==> src/rtl/muldiv_ctrl.sv <==
// muldiv_ctrl: 32-cycle iterative MULT/DIV sequencer with HI/LO strobes and stall interlock (define MULDIV_SIGNED_EN for signed MIPS semantics)
module muldiv_ctrl (
  input  logic        clk,
  input  logic        reset,
  input  logic        start,
  input  logic        op,
  input  logic [31:0] a,
  input  logic [31:0] b,
  input  logic        mfhilo,
  output logic        busy,
  output logic        stall,
  output logic        hien,
  output logic        loen,
  output logic [31:0] hi,
  output logic [31:0] lo,
  output logic        done
);
  typedef enum logic [1:0] {IDLE, RUN, WB} state_t;
  state_t      state;
  logic [4:0]  count;
  logic        opr;
  logic [31:0] mc, hacc, lacc;
  logic [31:0] am, bm, nh, nl, fh, fl;
  logic [32:0] sum, r, t;
  assign busy  = state != IDLE;
  assign stall = busy & (start | mfhilo);
`ifdef MULDIV_SIGNED_EN
  logic        sgn, rsg, bz;
  logic [63:0] prod;
  assign am   = a[31] ? -a : a;
  assign bm   = b[31] ? -b : b;
  assign prod = sgn ? -{nh, nl} : {nh, nl};
  assign fh   = opr ? (rsg ? -nh : nh) : prod[63:32];
  assign fl   = opr ? ((sgn & ~bz) ? -nl : nl) : prod[31:0];
`else
  assign am = a;
  assign bm = b;
  assign fh = nh;
  assign fl = nl;
`endif
  // One iteration: shift-add step for MULT, restoring shift/trial-subtract step for DIV
  always_comb begin
    sum = {1'b0, hacc} + (lacc[0] ? {1'b0, mc} : 33'd0);
    r   = {hacc, lacc[31]};
    t   = r - {1'b0, mc};
    nh  = opr ? (t[32] ? r[31:0] : t[31:0]) : sum[32:1];
    nl  = opr ? {lacc[30:0], ~t[32]} : {sum[0], lacc[31:1]};
  end
  // Sequencer: latch operands in IDLE, iterate 32 times in RUN, strobe results for one WB cycle
  always_ff @(posedge clk or posedge reset) begin
    if (reset) begin
      state <= IDLE;
      count <= '0;
      opr   <= 1'b0;
      mc    <= '0;
      hacc  <= '0;
      lacc  <= '0;
      hien  <= 1'b0;
      loen  <= 1'b0;
      done  <= 1'b0;
      hi    <= '0;
      lo    <= '0;
`ifdef MULDIV_SIGNED_EN
      sgn   <= 1'b0;
      rsg   <= 1'b0;
      bz    <= 1'b0;
`endif
    end else begin
      hien <= 1'b0;
      loen <= 1'b0;
      done <= 1'b0;
      if (state == IDLE && start) begin
        state <= RUN;
        count <= 5'd31;
        opr   <= op;
        mc    <= op ? bm : am;
        lacc  <= op ? am : bm;
        hacc  <= '0;
`ifdef MULDIV_SIGNED_EN
        sgn   <= a[31] ^ b[31];
        rsg   <= a[31];
        bz    <= b == '0;
`endif
      end else if (state == RUN) begin
        hacc  <= nh;
        lacc  <= nl;
        count <= count - 5'd1;
        if (count == '0) begin
          state <= WB;
          hi    <= fh;
          lo    <= fl;
          hien  <= 1'b1;
          loen  <= 1'b1;
          done  <= 1'b1;
        end
      end else if (state == WB) begin
        state <= IDLE;
      end
    end
  end
endmodule
==> config.mk <==
export PLATFORM = sky130hd
export DESIGN_NAME = muldiv_ctrl
export DESIGN_NICKNAME = d
export VERILOG_FILES = /design/src/rtl/muldiv_ctrl.sv
export SDC_FILE = /design/constraint.sdc
export NUM_CORES = 1
export LEC_CHECK = 0
export ABC_AREA = 1
export ABC_CLOCK_PERIOD_IN_PS = 6700
export CORE_ASPECT_RATIO = 0.75
export CORE_MARGIN = 2
export CORE_UTILIZATION = 45
export CTS_CLUSTER_DIAMETER = 40
export CTS_CLUSTER_SIZE = 25
export DETAILED_ROUTE_END_ITERATION = 8
export GPL_ROUTABILITY_DRIVEN = 0
export PLACE_DENSITY = 0.69
export SYNTH_ARGS = -nofsm -noshare
export SYNTH_HDL_FRONTEND = slang
export SYNTH_SLANG_ARGS = --single-unit
export TNS_END_PERCENT = 100
==> constraint.sdc <==
create_clock -name clk -period 6.7 [get_ports clk]
set_input_delay 1.005 -clock clk [delete_from_list [all_inputs] [get_ports clk]]
set_output_delay 1.005 -clock clk [all_outputs]
set_load 0.01 [all_outputs]
==> results.py <==
metrics = {
    "grt": {
        "grtUsageTotal": 0.296,
        "antenna_found_initial": 1,
        "grt_pass1_wl_mm": 71.5,
        "grt_pass1_vias": 12800,
        "globalRouteOverflowTotal": 0,
        "grt_max_degree": 76,
    },
    "synthesis": {
        "synth_most_common_cell": "nand2_1",
        "ys_ff_latch": 169,
        "ys_seq_area_frac": 0.316,
        "yosysTopAreaCell": "dfrtp_1",
        "synth_cell_types": 40,
        "synth_area_sq_um": 13400,
        "yosys-top-cells-area": "dfrtp_1 (32%), nand2_1 (24%), inv_1 (8.4%)",
        "synth_edf_count": 0,
        "synth.avg_cell_area_sq_um": 6.37,
        "async_reset_ff_frac": 1.00,
        "synth_top_area_frac": 0.316,
        "yosys-top-cells-count": "nand2_1 (850), inv_1 (299), dfrtp_1 (169)",
        "synth_ff_type": "dfrtp_1",
        "yosysWarnings": 0,
        "synth_nets": 2237,
        "syn_inst": 2100,
    },
    "place": {
        "io_buffers": 137,
        "hpwl_mm": 35.6,
        "dp_cells": 2567,
        "dpl-instance-area_sq_um": 15000,
    },
    "timing": {
        "maxSlewViolCount": 0,
        "hold_viol": 0,
        "setup_viol": 0,
        "maxSlewHeadroom": 0.327,
        "fin_skew_ps": 14.7,
        "worst_pin_slew_ps": 1010,
        "period_minus_slack_ps": 3420,
        "setup_tns_ps": 0,
        "fmax_mhz": 293,
        "final.period_utilization": 0.510,
        "rsz0062_at_grt": "false",
    },
    "detailed_routing": {
        "dr_total_vias": 14100,
        "drtAntennaViolNets": 0,
        "drt_wl_total_mm": 46.3,
        "drtPass1Iterations": 8,
        "routedWlPerCell_um": 17.8,
        "dr.first_iter.drc_count": 1771,
        "vias_per_cell": 5.42,
        "drcViolationCount": 0,
    },
    "cells_and_area": {
        "layout.nets": 2331,
        "regArea_sq_um": 4230,
        "design_area_sq_um": 15600,
        "drive_gt1_frac": 0.0435,
        "multi_input_area_sq_um": 7680,
        "fin_cells": 2599,
        "syn_to_final_growth_pct": 16.6,
        "fillers": 2928,
        "post-route-util": 0.535,
        "diodes": 0,
    },
    "power_and_ir_drop": {
        "clkPwrFrac": 0.110,
        "leakage_nw": 8.48,
        "power_mw": 9.15,
        "pwr_density_cell_nw_per_um2": 586,
        "ir_drop_uv": 299,
        "swShare": 0.554,
        "pwr-share-comb": 0.682,
        "p_int_mw": 4.08,
        "switchingPower_mw": 5.07,
        "p_seq_frac": 0.208,
    },
    "job": {
        "cap_violations": 0,
    },
    "floorplanning": {
        "io_pins": 138,
        "start_util": 0.459,
        "die_h_um": 153,
        "die_w_um": 203,
        "design.core.area_sq_um": 29200,
        "die-area_sq_um": 31200,
        "num_rows": 54,
    },
    "run_status": {
        "status": "finished, final reports clean",
    },
    "worst_hold_path": {
        "hold_class": "flop to flop",
        "min_path_cells": 2,
    },
    "worst_setup_path": {
        "path_class": "flop to flop",
        "crit_arrival_ps": 3800,
        "crit_path_max_fanout": 31,
        "cpPeakStageDelay_ps": 530,
        "cp.required_ps": 7080,
        "cp-start-kind": "flop",
        "reg2reg_depth": 17,
        "slowest_stage": "nand2_4",
        "crit_path_cell_trace": "inv_1, ha_1, inv_1, fa_1, nand2_1, nand2_1, nand3b_1, nand2_2, nand2_2, nand2_2, nand2_2, nand3_2, nand2_4, nand2_1, nand3_1, nand3_1, nand2_1",
        "endpoint_kind": "flop",
    },
    "cts": {
        "clockBufferDepth": 2,
        "ctsResizeCount": 0,
        "clock-sinks": 169,
        "clk_latency_ps": 450,
        "htree_levels": 4,
        "cts_root_buf": "clkbuf_16",
        "numCtsBuffers": 17,
        "cts_tree": "yes",
        "clk_pin_slew_worst_paths_ps": 80,
        "cts_hold_buf": 0,
        "post_cts_buffers": 0,
    },
}
-- critical path: cells and delay by family, from the launching register on --
family,cells,cell delay [ps]
buf+inv,2,270
flops,1,370
fa+ha+maj,2,640
simple gates,13,2030
-- cell usage in the layout (no fill, tap or decap), types with 2 or more instances in the layout --
| master | instances |
|---|---|
| o22ai_1 | 2 |
| o221ai_1 | 3 |
| a31oi_1 | 23 |
| o211ai_1 | 60 |
| a21oi_2 | 2 |
| inv_1 | 297 |
| buf_4 | 13 |
| clkinv_4 | 2 |
| clkbuf_16 | 17 |
| nor2_1 | 130 |
| nand3_1 | 151 |
| dfrtp_1 | 168 |
| nand3_2 | 11 |
| fa_1 | 2 |
| a21oi_1 | 59 |
| inv_8 | 4 |
| nand4_1 | 12 |
| nor2_4 | 3 |
| o21ai_0 | 78 |
| nand2_1 | 850 |
| clkdlybuf4s50_1 | 136 |
| a21o_1 | 8 |
| a21boi_0 | 3 |
| xor2_1 | 14 |
| o21bai_1 | 7 |
| ha_1 | 66 |
| nand2_4 | 13 |
| clkinv_8 | 4 |
| inv_6 | 6 |
| nand2_2 | 11 |
| nor3_1 | 7 |
| inv_2 | 4 |
| xnor2_1 | 10 |
| nand3b_1 | 22 |
-- path summary, 6_finish.rpt --
| kind | startpoint | endpoint | slack [ps] |
|---|---|---|---|
| setup / recovery | lacc[31] | hi[13] | 3280 |
| hold / removal | hi[23] | hi[23] | 480 |
| setup reg to reg | lacc[31] | hi[13] | 3280 |
| hold reg to reg | hi[23] | hi[23] | 480 |
| max in group asynchronous | reset | hacc[23] | 4390 |
| min in group asynchronous | reset | lo[8] | 990 |
-- state kept, by name, indices dropped and copies added (netlist names) --
signal  flops
hacc       32
hi         32
lacc       32
lo         32
mc         32
count       5
state       2
done        1
opr         1
-- metal layers --
metal | track usage | share of wire | wire [um]
met4 | 0.0779 | 0.022 | 1030
met2 | 0.427 | 0.41 | 19200
met1 | 0.448 | 0.46 | 21200
met3 | 0.0593 | 0.10 | 4820
met5 | 0 | 0.00015 | 7
-- layout make-up --
cell class,instances,share of cell area
Inverter,302,0.0730
Clock inverter,15,0.0110
Timing Repair Buffer,150,0.0938
Clock buffer,17,0.0273
Tap cell,392,0.0314
Multi-Input combinational cell,1554,0.492
Sequential cell,169,0.271
-- stage by stage --
step                hold slack [ps]  setup slack, ps
global route                    499             3130
global placement                464             3380
detailed placement              464             3320
CTS                             485             3430
floorplan                       467             1120
finish                          480             3280
-- cell families (layout without fill, tap and decap cells) --
kind of cell	after synthesis	after routing	synth area share
AO/OA/AOI/OAI	248	248	0.112
AND/OR/NAND/NOR	1214	1214	0.380
flip-flops	169	169	0.316
adder cells (fa/ha/maj)	68	68	0.0647
buffers and inverters	377	484	0.112
XOR/XNOR	24	24	0.0157
-- power by group through the flow --
stage / Sequential [mW] / Combinational, mW / Clock (mW)
after global placement: 1.90 / 5.97 / 0
after floorplan: 1.84 / 4.22 / 0
after CTS: 1.89 / 6.06 / 1.02
final: 1.90 / 6.24 / 1.01
after global routing: 1.95 / 6.86 / 1.06
after detailed placement: 1.90 / 6.02 / 0
(Power assumes the default switching activity.)
